**config.mk**
```make
export PLATFORM = sky130hd
export DESIGN_NAME = sprite_blitter
export DESIGN_NICKNAME = d
export VERILOG_FILES = /design/src/rtl/sprite_blitter.sv
export SDC_FILE = /design/constraint.sdc
export NUM_CORES = 1
export LEC_CHECK = 0
export CORE_MARGIN = 8
export CORE_UTILIZATION = 30
export CTS_CLUSTER_SIZE = 20
export DETAILED_ROUTE_END_ITERATION = 10
export HOLD_SLACK_MARGIN = 0.03
export PLACE_DENSITY = 0.62
export SLEW_MARGIN = 0
export SYNTH_ARGS = -nofsm -noshare
export SYNTH_HDL_FRONTEND = slang
export SYNTH_SLANG_ARGS = --single-unit
```
**constraint.sdc**
```tcl
create_clock -name clk -period 7.2 [get_ports clk]
set_input_delay 1.08 -clock clk [delete_from_list [all_inputs] [get_ports clk]]
set_output_delay 1.08 -clock clk [all_outputs]
set_load 0.01 [all_outputs]
```
**src/rtl/sprite_blitter.sv**
```systemverilog
// Sprite blitter: draws one 16x16 monochrome sprite from an internal ROM into a
// framebuffer as a stream of per-pixel writes, with clipping and three draw modes.
module sprite_blitter #(
    parameter int FB_W = 320,
    parameter int FB_H = 200
) (
    input  logic       clk,
    input  logic       rst_n,
    input  logic       req_valid,
    output logic       req_ready,
    input  logic [8:0] req_x,
    input  logic [7:0] req_y,
    input  logic [1:0] req_sprite,
    input  logic [1:0] req_mode,
    output logic       do_write,
    output logic [8:0] write_x,
    output logic [7:0] write_y,
    output logic       write,
    output logic       busy,
    output logic       done,
    output logic [1:0] dbg_state
);

    // Request handshake: a request is taken on a rising edge where req_valid and
    // req_ready are both high; req_ready is high only in IDLE and req_* are
    // ignored at every other time.

    typedef enum logic [1:0] {
        IDLE  = 2'd0,
        FETCH = 2'd1,
        DRAW  = 2'd2,
        DONE  = 2'd3
    } state_t;

    localparam logic [9:0] FB_W_L = 10'(FB_W);
    localparam logic [9:0] FB_H_L = 10'(FB_H);

    localparam logic [1:0] MODE_TRANSPARENT = 2'd1;
    localparam logic [1:0] MODE_ERASE       = 2'd2;

    state_t      state;
    state_t      state_nxt;
    logic [8:0]  x_q;
    logic [7:0]  y_q;
    logic [1:0]  sprite_q;
    logic [1:0]  mode_q;
    logic [3:0]  row_q;
    logic [3:0]  col_q;
    logic [15:0] rom_q;

    logic [9:0]  px;
    logic [9:0]  py;
    logic        in_bounds;
    logic        rom_bit;

    // Row word for a sprite; bit 15 is the leftmost column.
    function automatic logic [15:0] rom_row(input logic [1:0] s, input logic [3:0] r);
        logic [15:0] w;
        w = 16'h0000;
        case (s)
            2'd0: if (r[3]) w = 16'hFFF0;
            2'd1: if (r[3]) w = 16'hFFE0;
            2'd2: if (r[3]) w = 16'hFF00;
            default: begin
                if (r >= 4'd12)
                    w = 16'hFFF8;
                else if (r == 4'd10 || r == 4'd11)
                    w = 16'h0700;
            end
        endcase
        return w;
    endfunction

    always_ff @(posedge clk or negedge rst_n) begin
        if (!rst_n) begin
            state    <= IDLE;
            x_q      <= '0;
            y_q      <= '0;
            sprite_q <= '0;
            mode_q   <= '0;
            row_q    <= '0;
            col_q    <= '0;
            rom_q    <= '0;
        end else begin
            state <= state_nxt;
            case (state)
                IDLE: begin
                    if (req_valid) begin
                        x_q      <= req_x;
                        y_q      <= req_y;
                        sprite_q <= req_sprite;
                        mode_q   <= req_mode;
                        row_q    <= '0;
                        col_q    <= '0;
                    end
                end
                FETCH: begin
                    rom_q <= rom_row(sprite_q, row_q);
                    col_q <= '0;
                end
                DRAW: begin
                    col_q <= col_q + 4'd1;
                    if (col_q == 4'd15)
                        row_q <= row_q + 4'd1;
                end
                default: ;
            endcase
        end
    end

    // Coordinates are formed at 10 bits so a sprite hanging off the right or
    // bottom edge clips instead of wrapping back onto the framebuffer.
    always_comb begin
        px        = {1'b0, x_q} + {6'd0, col_q};
        py        = {2'b00, y_q} + {6'd0, row_q};
        in_bounds = (px < FB_W_L) && (py < FB_H_L);
        rom_bit   = rom_q[4'd15 - col_q];
    end

    always_comb begin
        state_nxt = state;
        req_ready = 1'b0;
        do_write  = 1'b0;
        write_x   = '0;
        write_y   = '0;
        write     = 1'b0;
        done      = 1'b0;
        case (state)
            IDLE: begin
                req_ready = rst_n;
                if (req_valid)
                    state_nxt = FETCH;
            end
            FETCH: state_nxt = DRAW;
            DRAW: begin
                write_x = px[8:0];
                write_y = py[7:0];
                if (in_bounds) begin
                    case (mode_q)
                        MODE_TRANSPARENT: begin
                            do_write = rom_bit;
                            write    = 1'b1;
                        end
                        MODE_ERASE: begin
                            do_write = rom_bit;
                            write    = 1'b0;
                        end
                        default: begin
                            do_write = 1'b1;
                            write    = rom_bit;
                        end
                    endcase
                end
                if (col_q == 4'd15)
                    state_nxt = (row_q == 4'd15) ? DONE : FETCH;
            end
            DONE: begin
                done      = 1'b1;
                state_nxt = IDLE;
            end
            default: state_nxt = IDLE;
        endcase
    end

    assign busy      = (state != IDLE);
    assign dbg_state = state;

endmodule

```
* Word-level counts from Yosys, hierarchy flattened
Cells that the tools add are included.
Operators by class: equality and inequality tests 13, magnitude comparators 4, reduce and logical (&&, ||, !) cells 12, multiplexer cells 26, add/sub/neg operators 5
Operator list (number):
- 16-bit two-way mux | 4
- 16-bit case mux with 3 select lines | 1
- 4-bit == test, second input constant | 4
- 4-bit case mux with 3 select lines | 1
- 11-bit two-way mux | 1
- 9-bit by 4-bit adder with 10-bit output | 1
- 10-bit by 9-bit < comparator with 1-bit output, second input constant | 1
- 8-bit by 4-bit adder with 9-bit output | 1
- 9-bit by 8-bit < comparator with 1-bit output, second input constant | 1
- 9-bit two-way mux | 1
- 4-bit by 1-bit adder with 4-bit output, second input constant | 2
- 2-bit == test, second input constant | 4
- 1-bit two-way mux | 8
- 4-bit two-way mux | 2
- 8-bit two-way mux | 1
- 2-bit case mux with 4 select lines | 1
- 4-bit case mux with 2 select lines | 1
- 2-bit by 1-bit == test with 1-bit output, second input constant | 3
- 2-bit two-way mux | 3
- 2-bit AND reduction | 3
- 4-bit by 5-bit < comparator with 1-bit output, second input constant | 1
- 1-bit binary-select mux with 4-bit select | 1
- 4-bit >= comparator, second input constant | 1
- 2-bit logical NOT | 2
- 9 further kinds | 11
Storage, ports and cells: logic and storage cells 68, input bits 24, output and inout port bits 24, flip-flop bits (word level) 47

* Depth between registers and ports, before layout
depth after elaboration 6, mapped depth 8, gate-level depth less buffers 8

* Least setup slack after synthesis
Ideal clock, no wire load.
path type register to output, start point register col_q[0], end point output do_write, path buffers 0, required time 6.120 ns, arrival 2.121 ns, path slack 3.999 ns, cell stages (with the launch flop) 9, cell sequence dfrtp_1 > ha_1 > inv_1 > fa_1 > and2b_1 > o21ai_0 > a221oi_2 > o221ai_2 > a211oi_1
Between the ends: longest elaborated chain between the ends 6, elaborated cells on any way between the ends 9, classes of those cells 2 x add/sub; 1 x order compare; 5 x mux; 1 x reduce/logical
Ends and longest elaborated chain:
- start, declared | line 48 | logic [3:0] col_q;
- start signal, assigned | line 102 | col_q <= col_q + 4'd1;
- branches (longest 4 deep; another with 9-bit by 4-bit adder with 10-bit output)
- 1-bit two-way mux (*) | line 138 | if (in_bounds) begin
- 1-bit two-way mux (*) | line 128 | case (state)
- end, declared | line 15 | output logic do_write,
Every way passes the cells marked *. The select of a mux whose other input is x is not followed.

* Final worst setup path
Same ends and word-level chain as after synthesis.

==> impl_metrics.py <==
metrics = {
    "run_status": {
        "outcome": "complete, no violations",
    },
    "cts": {
        "hold_buffers": 0,
        "numCtsBuffers": 5,
        "worstSkewPairLatency_ns": 0.28,
        "htreeDepth": 2,
        "cts_setup_buffers": 0,
        "cts.clk_slew.worst_paths_ns": 0.07,
        "cts-root-buf": "clkbuf_8",
        "cts_tree": "done",
        "clkSinkCount": 36,
        "clock_path_buffers": 2,
        "cts-resized-gates": 0,
    },
    "setup_path": {
        "criticalPathCategory": "reg2out",
        "worstPathRequired_ns": 6.12,
        "timing.rr.start": "dbg_state[1]",
        "cp-start-kind": "flop",
        "crit_start": "col_q[0]",
        "crit_chain": "ha_1, inv_1, fa_1, and2b_1, o21ai_0, a221oi_2, o221ai_2, a211oi_1, clkdlybuf4s50_1",
        "path_max_fanout": 10,
        "reg2reg_setup_slack_ns": 5.13,
        "worst_ep_arrival_time_ns": 3.17,
        "slowest_stage": "clkdlybuf4s50_1",
        "rr_worst_depth": 4,
        "crit_path_end_kind": "output port",
        "rr_endpoint": "y_q[5]",
        "critPathMaxStageDelay_ns": 0.58,
    },
    "global_routing": {
        "grt.total_usage_pct": 10.1,
        "grt_max_degree": 38,
        "grt_pass1_wl_um": 9340,
        "grt_antenna_before_repair": 0,
        "gr-total-overflow": 0,
        "grt_pass1_vias": 1910,
    },
    "layout": {
        "fillerInstances": 769,
        "multi_input_area_mm2": 0.00135,
        "syn2layout_area_growth_pct": 27.3,
        "post-route-util_pct": 39.2,
        "nNetsFinal": 325,
        "regArea_um2": 901,
        "num_antenna_cells": 0,
        "finalNonFillerCells": 390,
        "drive_gt1_share_pct": 12.2,
    },
    "logic_synthesis": {
        "ys_top_cells_by_count": "dfrtp_1, nor2_1, mux2_2",
        "syn_area_mm2": 0.00235,
        "synthDistinctLibCells": 49,
        "yosys_warnings": 0,
        "yosysSeqAreaShare_pct": 38.3,
        "synthTopCellsByArea": "dfrtp_1, mux2_2, ha_1",
        "synth_area_leader_cell": "dfrtp_1",
        "postSynthAreaPerCell_um2": 9.65,
        "syn_nets": 282,
        "synth_edf_count": 0,
        "syn_inst": 244,
        "ys.flop_type": "dfrtp_1",
        "synth_top_area_share_pct": 38.3,
        "synthArstFlopShare_pct": 100,
        "yosys.cell_count.top_type": "dfrtp_1",
        "synth-seq-cells": 36,
    },
    "pwr": {
        "switchingPower_mw": 0.109,
        "switching_share_pct": 24.9,
        "pwr-share-comb_pct": 16.8,
        "power_frac_clock_pct": 34.0,
        "ir_worst_vdd_mv": 0.0755,
        "power_leakage_nw": 1.26,
        "cellInternalPower_mw": 0.329,
        "pwr-share-seq_pct": 49.2,
        "cellPowerDensity_mw_per_mm2": 146,
    },
    "detailed_routing": {
        "firstDrtPassIters": 4,
        "routed_wl_um": 5520,
        "drc_errors": 0,
        "first_iter_violations": 74,
        "ant_nets": 0,
        "avgViaCountPerCell": 4.88,
        "routedWlPerCell_um": 14.2,
        "vias": 1903,
    },
    "floorplan": {
        "core_mm2": 0.00765,
        "die_h_um": 105,
        "io_pins": 48,
        "fp.dieW_um": 105,
        "start_util_pct": 30.8,
        "dieArea_mm2": 0.0109,
        "num_rows": 32,
    },
    "sta": {
        "clock.fmax_ghz": 0.236,
        "rsz0062_at_grt": "false",
        "clock_skew_ns": 0.00761,
        "final.setup.tns_ns": 0,
        "whs_ns": 0.482,
        "slew_headroom_pct": 50.9,
        "finalHoldViolCount": 0,
        "setup_ws_ns": 2.95,
        "finalMaxSlewViolations": 0,
        "post-route-period-util_pct": 59.0,
        "setup_viol": 0,
        "worst_pin_slew_ns": 0.735,
        "min_period_ns": 4.25,
    },
    "placed_design": {
        "dpl.hpwl_um": 4160,
        "gp_congestion": 0.820,
        "pre_cts_slack_ns": 3.24,
        "placed_cells": 382,
        "portBuffers": 47,
    },
    "worst_hold_path": {
        "hold_end": "rom_q[4]",
        "hold_start": "rom_q[4]",
        "hold_class": "reg2reg",
        "min_path_cells": 2,
    },
    "flow_run": {
        "max-cap-violations": 0,
    },
}
==> power by group through the flow <==
stage / logic [mW] / registers, mW / clock network (mW)
final: 0.0738 / 0.215 / 0.149
after global routing: 0.0815 / 0.216 / 0.165
after CTS: 0.0755 / 0.215 / 0.155
after detailed placement: 0.0751 / 0.219 / 0
after global placement: 0.0743 / 0.219 / 0
after floorplan: 0.0377 / 0.217 / 0
==> cell type report <==
type	instances	share of cell area [%]
Tap cell	102	4.26
Clock buffer	8	3.01
Multi-Input combinational cell	184	45.2
Timing Repair Buffer	48	16.0
Sequential cell	36	30.1
Inverter	12	1.50
==> worst max path at each step <==
stage	endpoint	slack (ns)	cells after the start
after floorplan	do_write	4.00	8
after global placement	write	3.30	9
after detailed placement	do_write	3.24	9
after CTS	do_write	2.91	9
after global routing	do_write	2.72	9
final	do_write	2.95	9
==> kinds of logic (layout without fill, tap and decap cells) <==
logic type                 after synthesis  count (layout)  synth area share (%)
and+or+nand+nor                         78              78                  16.4
AOI/OAI and AO/OA                       57              57                  17.9
DFF                                     36              36                  38.3
buffers and inverters                   24              68                  4.20
muxes                                   21              21                  9.94
adders and majority gates               14              14                  8.08
xor gates and xnor gates                14              14                  5.21
==> critical path, delay by kind of cell, from the launching register on <==
kind / cells / cell delay (ns)
buf+inv: 2 / 0.65
fa+ha+maj: 2 / 0.63
compound gates: 4 / 0.84
flops: 1 / 0.51
simple gates: 1 / 0.26
==> layer usage <==
metal | part of all wire [%] | up-vias | global-route usage [%]
li1 | - | 951 | -
met4 | 1.1 | 0 | 2.85
met3 | 5.3 | 7 | 2.83
met1 | 48 | 906 | 13.2
met2 | 45 | 39 | 16.1
met5 | 0 | - | 0
==> cell usage in the layout (no fill, tap or decap), drive strengths merged, types with 2 or more instances in the layout <==
cell	count
a2bb2oi	2
o21ai	19
nand4	4
inv	12
nor3	3
and2	7
nor2	25
a21o	2
mux2	19
nand3	6
a31oi	4
o211a	2
nor2b	5
mux2i	2
xor2	7
o211ai	4
o2111ai	3
a211oi	5
a21oi	7
nand2	17
fa	2
clkdlybuf4s50	47
ha	12
clkbuf	8
nand2b	4
dfrtp	36
xnor2	7
a32o	2
==> sequential cells by signal, indices dropped and copies added, names as in the netlist <==
signal / count
x_q: 9
col_q: 4
rom_q: 5
dbg_state: 2
y_q: 8
mode_q: 2
row_q: 4
sprite_q: 2
==> metrics by stage <==
step / power (mW) / instance area (um2)
6_report: 0.438 / 3000
5_1_grt: 0.463 / 3000
4_1_cts: 0.446 / 3000
3_5_place_dp: 0.294 / 2910
3_3_place_gp: 0.293 / 2910
2_1_floorplan: 0.254 / 2350
Power figures use the tool's default switching activity.
